$ cat src/rtl/spram_arbiter.sv
// Two-port arbiter for a single-port RAM. Build option: SPRAM_ARB_RR_EN (round-robin on conflicts).
// Latency: gnt combinational; RAM command registered (+1); rvalid/q two cycles after a read grant.
// Backpressure: none beyond gnt; a losing port holds req/we/addr/d until granted.
module spram_arbiter #(
   parameter int aWidth = 10,
   parameter int dWidth = 8
) (
   input  logic                  clk,
   input  logic                  rst_n,
   input  logic [1:0]            req,
   input  logic [1:0]            we,
   input  logic [2*aWidth-1:0]   addr,
   input  logic [2*dWidth-1:0]   d,
   output logic [1:0]            gnt,
   output logic [1:0]            rvalid,
   output logic [dWidth-1:0]     q,
   output logic                  ram_we,
   output logic [aWidth-1:0]     ram_addr,
   output logic [dWidth-1:0]     ram_d,
   input  logic [dWidth-1:0]     ram_q
);

   logic [1:0]        gnt_c;
   logic              sel;
   logic              ram_we_q,   ram_we_d;
   logic [aWidth-1:0] ram_addr_q, ram_addr_d;
   logic [dWidth-1:0] ram_d_q,    ram_d_d;
   logic              rd_vld_q,   rd_vld_d;
   logic              rd_id_q,    rd_id_d;
   logic [1:0]        rvalid_q,   rvalid_d;

`ifdef SPRAM_ARB_RR_EN
   logic ptr_q, ptr_d;

   always_comb begin
      gnt_c = req;
      if (req == 2'b11) begin
         gnt_c = ptr_q ? 2'b10 : 2'b01;
      end
      ptr_d = ptr_q;
      // The port just served loses priority on the next conflict.
      if (|gnt) begin
         ptr_d = ~gnt[1];
      end
   end

   always_ff @(posedge clk or negedge rst_n) begin
      if (!rst_n) begin
         ptr_q <= 1'b0;
      end else begin
         ptr_q <= ptr_d;
      end
   end
`else
   always_comb begin
      gnt_c = req;
      if (req == 2'b11) begin
         gnt_c = 2'b01;
      end
   end
`endif

   assign gnt = rst_n ? gnt_c : 2'b00;
   assign sel = gnt[1];

   always_comb begin
      ram_we_d   = 1'b0;
      ram_addr_d = ram_addr_q;
      ram_d_d    = ram_d_q;
      rd_vld_d   = 1'b0;
      rd_id_d    = rd_id_q;
      if (|gnt) begin
         ram_we_d   = sel ? we[1] : we[0];
         ram_addr_d = sel ? addr[2*aWidth-1:aWidth] : addr[aWidth-1:0];
         ram_d_d    = sel ? d[2*dWidth-1:dWidth] : d[dWidth-1:0];
         rd_vld_d   = sel ? ~we[1] : ~we[0];
         rd_id_d    = sel;
      end
      rvalid_d = 2'b00;
      // The RAM returns data one cycle after the address, so the tag flags it then.
      if (rd_vld_q) begin
         rvalid_d = rd_id_q ? 2'b10 : 2'b01;
      end
   end

   always_ff @(posedge clk or negedge rst_n) begin
      if (!rst_n) begin
         ram_we_q   <= 1'b0;
         ram_addr_q <= '0;
         ram_d_q    <= '0;
         rd_vld_q   <= 1'b0;
         rd_id_q    <= 1'b0;
         rvalid_q   <= 2'b00;
      end else begin
         ram_we_q   <= ram_we_d;
         ram_addr_q <= ram_addr_d;
         ram_d_q    <= ram_d_d;
         rd_vld_q   <= rd_vld_d;
         rd_id_q    <= rd_id_d;
         rvalid_q   <= rvalid_d;
      end
   end

   assign ram_we   = ram_we_q;
   assign ram_addr = ram_addr_q;
   assign ram_d    = ram_d_q;
   assign rvalid   = rvalid_q;
   assign q        = ram_q;

endmodule

$ cat config.mk
export PLATFORM = sky130hd
export DESIGN_NAME = spram_arbiter
export DESIGN_NICKNAME = d
export VERILOG_FILES = /design/src/rtl/spram_arbiter.sv
export SDC_FILE = /design/constraint.sdc
export NUM_CORES = 1
export LEC_CHECK = 0
export CAP_MARGIN = 5
export CORE_MARGIN = 5
export CORE_UTILIZATION = 39
export DETAILED_ROUTE_END_ITERATION = 10
export PLACE_DENSITY = 0.84
export REMOVE_ABC_BUFFERS = 1
export SKIP_LAST_GASP = 1
export SLEW_MARGIN = 20
export SYNTH_ARGS = -nofsm -noshare
export SYNTH_HDL_FRONTEND = slang
export SYNTH_SLANG_ARGS = --single-unit
export TNS_END_PERCENT = 10
$ cat constraint.sdc
create_clock -name clk -period 1.88 [get_ports clk]
set_clock_uncertainty 0.05 [all_clocks]
set_input_delay 0.188 -clock clk [delete_from_list [all_inputs] [get_ports clk]]
set_output_delay 0.188 -clock clk [all_outputs]
set_load 0.02 [all_outputs]
==> flow_summary_export.csv, run 1 <==
group,metric,value,unit
worst_setup_path,crit_slowest_cell,"clkdlybuf4s50_1",
worst_setup_path,worst-path-buf-inv,2,
global_route,grt_max_degree,30,
cells_and_area,area.growth.synth_to_final,50.7,%
sta,worstMarginPinSlew,0.664,ns
placed_design,dpl.hpwl,2590,µm
sta,maxSlewViolCount,0,
worst_setup_path,max_stage_delay,0.62,ns
sta,timing.fmax,586,MHz
cells_and_area,layout-drive-gt1-share,7.78,%
synthesis,yosysMostFrequentCell,"dfrtp_1",
cells_and_area,nets,218,
floorplanning,die_h,67.7,µm
sta,fin_crit,1.71,ns
power,power.share.sequential,47.1,%
floorplanning,io_pins,81,
route,vias_per_cell,5.29,
global_route,antenna_found_initial,0,
power,switching_share,28.9,%
power,powerDensity,632,nW/µm²
global_route,grt-ovfl-total,0,
synthesis,synth_warnings,0,
synthesis,synth_top_family_by_area,"simple AND/OR/NAND/NOR gates",
cts,clk_path_buf_depth,2,
synthesis,synthTopCellsByArea,"dfrtp_1 44%, nand4bb_1 16%, o211a_1 12%, nand3b_1 9.8%, buf_4 4.6%",
worst_setup_path,crit_fanout,2,
route,wl,3560,µm
cts,clk_latency,0.30,ns
power,clkPwrFrac,18.5,%
route,antenna_left,0,
synthesis,ys_seq_area_share,44.3,%
placed_design,place_area,1910,µm²
synthesis,syn_avg_cell_area,11.8,µm²
route,vias,1126,
sta,setup_viol_count_final,0,
cts,cts_made_buffers,3,
global_route,grt_pass1_vias,1103,
sta,finalHoldViolCount,0,
run,maxCapViolCount,0,
worst_setup_path,critPathKind,"primary input to primary output",
synthesis,synth_edf_count,0,
sta,tns,0,ns
synthesis,syn_area,1300,µm²
synthesis,synthXorXnorAreaFrac,0,%
global_route,grt_pass1_wl,5420,µm
floorplanning,start_util,39.6,%
synthesis,ys_types,19,
synthesis,ys.flop_type,"dfrtp_1",
cts,cts_htree_levels,1,
power,internal_power,881,µW
route,route.detailed.drc,0,
floorplanning,rows,21,
synthesis,synth_top_area_share,44.3,%
synthesis,yosys-top-cells-count,"23 x dfrtp_1, 18 x nand4bb_1, 17 x nand3b_1",
placed_design,port_buffers,64,
power,ir_drop,0.233,mV
synthesis,muxShareOfSynthArea,0,%
worst_setup_path,start_kind,"primary input",
sta,slew_headroom,55.8,%
worst_setup_path,required,1.64,ns
placed_design,place_congestion,0.739,
floorplanning,die_area,4590,µm²
cts,cts_sinks,23,
route,drt_first_pass_iters,4,
synthesis,synth_compound_area_share,16.2,%
cts,cts-root-buf,"clkbuf_4",
worst_setup_path,cpMostUsedCell,"clkdlybuf4s50_1",
cts,cts_tree,"done",
run_status,status,"finished clean",
synthesis,ys_async_sr_fraction,100,%
synthesis,yosys.area.top_type,"dfrtp_1",
sta,rsz0062_at_grt,"false",
power,switchingPower,358,µW
floorplanning,die_x,67.7,µm
sta,setup_ws,0.174,ns
sta,period_share,90.8,%
cells_and_area,design_area,1960,µm²
power,p_leak,0.797,nW
worst_setup_path,cp_top_family,"buffers and inverters",
worst_setup_path,crit_chain,"clkdlybuf4s50_1, nand2_1, nor2_1, clkdlybuf4s50_1",
synthesis,synthAdderAreaFrac,0,%
worst_setup_path,cp.arrival,1.47,ns
synthesis,syn_inst,110,
power,combPwrFrac,34.4,%
global_route,grt_usage,15.7,%
synthesis,synth-seq-cells,23,
cells_and_area,num_antenna_cells,0,
route,drt_iter0_drc,80,
placed_design,pre_cts_slack,-0.0924,ns
floorplanning,core,3280,µm²
route,wl_per_cell,16.7,µm
cts,path_clk_slew,0.12,ns
min_path,holdCritPathClass,"primary input to flip-flop",
worst_setup_path,cp-end-kind,"primary output",
synthesis,synthSimpleGateAreaFrac,28.9,%
==> kinds of logic after synthesis <==
kind of cell / count (synthesis)
buffers and inverters: 21
and+or+nand+nor: 44
AOI/OAI and AO/OA: 22
DFF: 23
==> state kept, by name, summed over array words and instances, names as in the netlist <==
register / flops
ram_we: 1
rd_vld_q: 1
rd_id_q: 1
ram_addr: 10
ram_d: 8
rvalid: 2
==> cell usage in the layout (no fill, tap or decap) <==
master,synthesis,routed
a21boi_1,1,1
a21oi_1,1,1
and2_1,1,1
buf_2,5,1
buf_4,8,7
clkbuf_1,3,1
clkbuf_4,0,3
clkdlybuf4s50_1,0,62
dfrtp_1,23,23
dlygate4sd3_1,0,2
dlymetal6s2s_1,0,1
inv_1,1,1
nand2_1,3,3
nand3b_1,17,17
nand4bb_1,18,18
nor2_1,2,2
nor2b_1,2,2
nor3b_1,1,1
o211a_1,16,16
o21a_1,2,2
o221a_2,2,2
==> worst paths after layout <==
path / to / slack, ns / start / depth (start not counted)
max: gnt[1] / 0.17 / req[1] / 4
min in group asynchronous: ram_addr[6] / 0.37 / rst_n / 2
max reg2reg: ram_addr[9] / 1.10 / ram_addr[9] / 1
min: ram_we / 0.17 / rst_n / 2
max in group asynchronous: ram_addr[1] / 0.92 / rst_n / 3
min reg2reg: rvalid[0] / 0.42 / rd_id_q / 1
==> per-layer routing <==
metal	vias to the layer above	track usage, %	part of all wire [%]
li1	521	-	-
met1	547	21.0	43
met2	54	23.3	46
met3	4	5.66	10
met4	0	5.32	1.1
met5	-	0	0
==> power by group through the flow <==
stage | registers, mW | clock network, mW | logic [mW]
after floorplan | 0.658 | 0 | 0.0940
after global placement | 0.590 | 0 | 0.417
after detailed placement | 0.593 | 0 | 0.426
after CTS | 0.583 | 0.236 | 0.431
after global routing | 0.590 | 0.267 | 0.453
final | 0.583 | 0.229 | 0.427
==> layout make-up <==
cell class              count  area, µm²
fillers                   279       1330
clock buffers               4       26.3
well taps                  46       57.6
repair buffers             73        711
multi-input cells          66        586
inverters                   1       3.75
flip-flops and latches     23        576
==> stage by stage <==
stage | power, mW | hold WS, ns | utilization [%] | instances
finish | 1.24 | 0.174 | 59.7 | 213
global route | 1.31 | 0.153 | 59.7 | 213
CTS | 1.25 | 0.156 | 59.6 | 213
detailed placement | 1.02 | 0.0188 | 58.2 | 207
global placement | 1.01 | 0.00542 | 58.2 | 207
floorplan | 0.752 | -0.158 | - | 90
==> timing repair <==
item / in CTS / in global routing
setup buffers: 0 / 0
endpoints found under the hold margin: 11 / 0
gates resized for setup: 0 / 1
endpoints found under the setup margin: 0 / 1
hold buffers: 2 / 0
(Power assumes the default switching activity.)
==> inputs of run 2 (changes only) <==
--- a/config.mk
+++ b/config.mk
@@ -9,5 +9,7 @@
 export CORE_MARGIN = 5
 export CORE_UTILIZATION = 39
+export CTS_CLUSTER_DIAMETER = 120
 export DETAILED_ROUTE_END_ITERATION = 10
+export MAX_ROUTING_LAYER = met4
 export PLACE_DENSITY = 0.84
 export REMOVE_ABC_BUFFERS = 1
==> constraint.sdc (replaced) <==
create_clock -name clk -period 1.88 [get_ports clk]
set_clock_uncertainty 0.05 [all_clocks]
set_input_delay 0.376 -clock clk [delete_from_list [all_inputs] [get_ports clk]]
set_output_delay 0.376 -clock clk [all_outputs]
set_load 0.02 [all_outputs]
==> run 2 against run 1 <==
  * Worst hold slack got worse by 0.14 ns
  * Critical path type unchanged
  * Clock power fell by 3%
  * Combinational power up 2%
  * Sequential share of layout area fell by 0.50 points
  * Non-clock buffer count up 4
==> flow_summary_export.csv, run 2 (same netlist as run 1, synthesis figures left out) <==
group,metric,value,unit
floorplanning,die_h,67.7,µm
floorplanning,die_area,4590,µm²
cells_and_area,area.growth.synth_to_final,53.3,%
sta,finalHoldViolCount,0,
placed_design,place_area,1950,µm²
route,drt_iter0_drc,83,
worst_setup_path,start_kind,"primary input",
cells_and_area,layout_commonest_cell,"clkdlybuf4s50_1",
route,route.detailed.drc,0,
route,vias,1128,
global_route,grt_max_degree,28,
worst_setup_path,required,1.45,ns
sta,slew_headroom,81.2,%
cts,cts_tree,"done",
cells_and_area,multi_input_area,586,µm²
cts,path_clk_slew,0.12,ns
sta,fin_crit,1.82,ns
worst_setup_path,r2r_cells,1,
cells_and_area,layout-drive-gt1-share,10.5,%
placed_design,place_congestion,0.728,
cts,cts_made_buffers,3,
cells_and_area,num_antenna_cells,0,
worst_setup_path,cp-end-kind,"primary output",
cells_and_area,design_area,1990,µm²
floorplanning,start_util,39.6,%
global_route,antenna_found_initial,0,
worst_setup_path,critPathKind,"primary input to primary output",
min_path,holdCritPathClass,"primary input to async pin",
cts,post_cts_buffers,0,
cells_and_area,nets,222,
placed_design,pre_cts_slack,-0.269,ns
cts,cts_htree_levels,1,
sta,period_share,96.7,%
cts,clk_path_buf_depth,2,
run_status,status,"finished clean",
cts,clk_latency,0.30,ns
worst_setup_path,cp.arrival,1.39,ns
global_route,grt_usage,16.5,%
route,drt_first_pass_iters,4,
worst_setup_path,crit_fanout,2,
cts,cts-root-buf,"clkbuf_4",
cells_and_area,largest_reg_flops,10,
sta,maxSlewViolCount,0,
worst_setup_path,r2r_start,"ram_addr[6]",
global_route,grt_pass1_wl,5530,µm
route,wl_per_cell,16.4,µm
power,p_leak,0.812,nW
worst_setup_path,reg2reg_slack,1.09,ns
cells_and_area,fill_cells,276,
placed_design,port_buffers,64,
sta,timing.fmax,550,MHz
global_route,grt_pass1_vias,1168,
floorplanning,rows,21,
floorplanning,io_pins,81,
run,maxCapViolCount,0,
worst_setup_path,r2r_end,"ram_addr[6]",
global_route,grt-ovfl-total,0,
sta,setup_viol_count_final,0,
cells_and_area,mostFrequentLayoutCells,"61 x clkdlybuf4s50_1, 23 x dfrtp_1, 18 x nand4bb_1",
placed_design,dpl.hpwl,2650,µm
power,total_power,1.24,mW
sta,fin_hold_ws,0.0348,ns
sta,tns,0,ns
power,ir_drop,0.241,mV
route,antenna_left,0,
cells_and_area,regArea,576,µm²
route,vias_per_cell,5.20,
sta,worstMarginPinSlew,0.282,ns
cts,cts_sinks,23,
route,wl,3550,µm
sta,setup_ws,0.0618,ns
floorplanning,die_x,67.7,µm
sta,rsz0062_at_grt,"false",
floorplanning,core,3280,µm²
power,powerDensity,623,nW/µm²
## run 2: power breakdown
part | switching (mW) | internal [mW] | total [mW]
clock | 0.140 | 0.0827 | 0.223
combinational | 0.182 | 0.255 | 0.437
sequential | 0.0308 | 0.552 | 0.582
## run 2: per-stage QoR
| step | cells | utilization, % |
|---|---|---|
| floorplan | 90 | - |
| global placement | 211 | 59.5 |
| detailed placement | 211 | 59.5 |
| CTS | 217 | 60.8 |
| global route | 217 | 60.7 |
| finish | 217 | 60.7 |
## run 2: how the worst max path moves through the flow
stage,startpoint,endpoint,slack [ns],cells past startpoint
CTS,req[0],gnt[0],-0.009,4
global route,req[1],gnt[1],0.003,4
global placement,req[1],gnt[1],-0.22,4
detailed placement,req[0],gnt[0],-0.27,4
floorplan,req[0],ram_addr[9],0.73,2
finish,req[1],gnt[1],0.06,4
## run 2: final cells by class
cell class,instances,share of cell area (%)
Clock buffer,4,1.32
Inverter,1,0.188
Multi-Input combinational cell,66,29.4
Sequential cell,23,28.9
Tap cell,46,2.89
Timing Repair Buffer,77,37.4
## run 2: repair_timing
item | in CTS | in global routing
cloned | 0 | 0
gates resized for setup | 2 | 2
endpoints found under the setup margin | 2 | 1
hold buffers | 2 | 0
hold endpoints to repair | 5 | 0
## run 2: worst max-delay path, cell delays in order
cell and delay, ns:
clkdlybuf4s50_1 0.50, nand2_1 0.07, nor2_1 0.09, dlygate4sd2_1 0.36
## run 2: routing by layer
| metal | wire (µm) | up-vias | part of all wire [%] | track usage [%] |
|---|---|---|---|---|
| li1 | - | 531 | - | - |
| met3 | 381 | 2 | 11 | 6.16 |
| met1 | 1480 | 539 | 42 | 19.9 |
| met5 | 0 | - | 0 | - |
| met4 | 14 | 0 | 0.39 | 5.82 |
| met2 | 1680 | 56 | 47 | 25.3 |
==> inputs of run 3 (changes only) <==
CORE_UTILIZATION = 37   (was 39)
PLACE_DENSITY = 0.81   (was 0.84)
clock period = 2.05 ns   (was 1.88 ns; I/O delays follow)
==> run 3 against run 2 <==
  * Sequential power shrank 8.1%
  * Setup slack gained 0.050 ns
  * Clock power shrank 5%
  * Register-to-register slack gained 0.16 ns
  * Non-clock buffer count shrank 4
  * Utilization shrank 2.6 points
  * Die area grew 4.6%
  * Count of clock-buffer cells in the layout shrank 1
==> flow_summary_export.csv, run 3 (same netlist as run 1, synthesis figures left out) <==
group,metric,value,unit
run_status,status,"finished clean",
sta,finalHoldViolCount,0,
cts,cts_sinks,23,
cts,cts_made_buffers,3,
global_route,grt_pass1_vias,1216,
sta,worstMarginPinSlew,0.375,ns
placed_design,place_congestion,0.792,
floorplanning,rows,21,
global_route,antenna_found_initial,0,
cts,cts-root-buf,"clkbuf_4",
route,vias_per_cell,5.23,
sta,period_share,94.5,%
worst_setup_path,cp.arrival,1.48,ns
worst_setup_path,critPathKind,"primary input to primary output",
power,p_leak,0.807,nW
route,drt_iter0_drc,28,
route,route.detailed.drc,0,
sta,maxSlewViolCount,0,
route,antenna_left,0,
floorplanning,die_h,69.3,µm
worst_setup_path,crit_fanout,4,
power,ir_drop,0.387,mV
sta,tns,0,ns
cells_and_area,fin_cells,213,
worst_setup_path,max_stage_delay,0.53,ns
worst_setup_path,cp-end-kind,"primary output",
cells_and_area,area.growth.synth_to_final,50.3,%
sta,setup_ws,0.112,ns
floorplanning,io_pins,81,
sta,setup_viol_count_final,0,
cts,cts_htree_levels,1,
route,vias,1115,
min_path,holdCritPathClass,"primary input to async pin",
route,drt_first_pass_iters,4,
worst_setup_path,worst-path-buf-inv,3,
placed_design,dpl.hpwl,2700,µm
global_route,grt_max_degree,38,
run,maxCapViolCount,0,
cts,clk_path_buf_depth,2,
worst_setup_path,cp_top_family,"buffers and inverters",
global_route,grt_usage,15.4,%
cells_and_area,nets,218,
cts,cts_tree,"done",
floorplanning,core,3360,µm²
floorplanning,die_x,69.3,µm
cts,path_clk_slew,0.12,ns
power,powerDensity,582,nW/µm²
sta,fin_crit,1.94,ns
route,wl,3580,µm
cells_and_area,fin_util,58.1,%
route,wl_per_cell,16.8,µm
worst_setup_path,required,1.59,ns
worst_setup_path,crit_slowest_cell,"clkdlybuf4s50_1",
placed_design,placed_cells,209,
floorplanning,die_area,4800,µm²
cells_and_area,layout_commonest_cell,"clkdlybuf4s50_1",
worst_setup_path,start_kind,"primary input",
sta,rsz0062_at_grt,"false",
sta,fin_hold_ws,0.0379,ns
sta,slew_headroom,75.0,%
cells_and_area,num_antenna_cells,0,
cts,post_cts_buffers,0,
worst_setup_path,crit_chain,"clkdlybuf4s50_1, nand2_1, inv_1, dlygate4sd2_1",
cts,clk_latency,0.31,ns
cells_and_area,layout-drive-gt1-share,9.58,%
global_route,grt-ovfl-total,0,
placed_design,pre_cts_slack,-0.169,ns
placed_design,port_buffers,64,
power,total_power,1.14,mW
floorplanning,start_util,38.7,%
cells_and_area,mostFrequentLayoutCells,"61 x clkdlybuf4s50_1, 23 x dfrtp_1, 18 x nand4bb_1",
cells_and_area,design_area,1950,µm²
cells_and_area,largest_reg_flops,10,
cts,holdBufCountCts,0,
global_route,grt_pass1_wl,5940,µm
placed_design,place_area,1930,µm²
sta,timing.fmax,516,MHz
-- run 3: worst paths after layout --
path | from | endpoint | slack, ns | cells past startpoint
max | req[0] | gnt[0] | 0.11 | 4
min | rst_n | ram_d[2] | 0.04 | 2
max reg2reg | ram_d[7] | ram_d[7] | 1.25 | 1
min reg2reg | rd_id_q | rvalid[0] | 0.42 | 1
max in group asynchronous | rst_n | ram_addr[2] | 1.59 | 2
min in group clk | rd_id_q | rvalid[0] | 0.42 | 1
-- run 3: power breakdown --
part	internal (mW)	switching, mW	leakage [nW]	total [mW]
clock	0.0729	0.138	0.0177	0.211
sequential	0.506	0.0288	0.264	0.535
combinational	0.226	0.165	0.526	0.391
total	0.805	0.332	0.807	1.14
-- run 3: final cells by class --
class / instances / area (µm²)
tap: 46 / 57.6
clock buffer: 3 / 22.5
sequential: 23 / 576
timing repair buffer: 73 / 704
clock inverter: 1 / 5.00
multi-input combinational: 66 / 586
fill: 312 / 1410
inverter: 1 / 3.75
-- run 3: layer usage --
metal  up-vias  wire length [µm]  share of wire [%]  GRT usage (%)
li1        522                 -                  -              -
met1       541              1350                 38           16.9
met2        50              1970                 55           26.8
met3         2               219                6.1           4.78
met4         0                43                1.2           4.56
met5         -                 0                  0              -
-- run 3: timing repair --
item	4_1_cts	5_1_grt
pin swaps	0	0
endpoints found under the setup margin	2	1
cloned	0	0
resized for setup	1	1
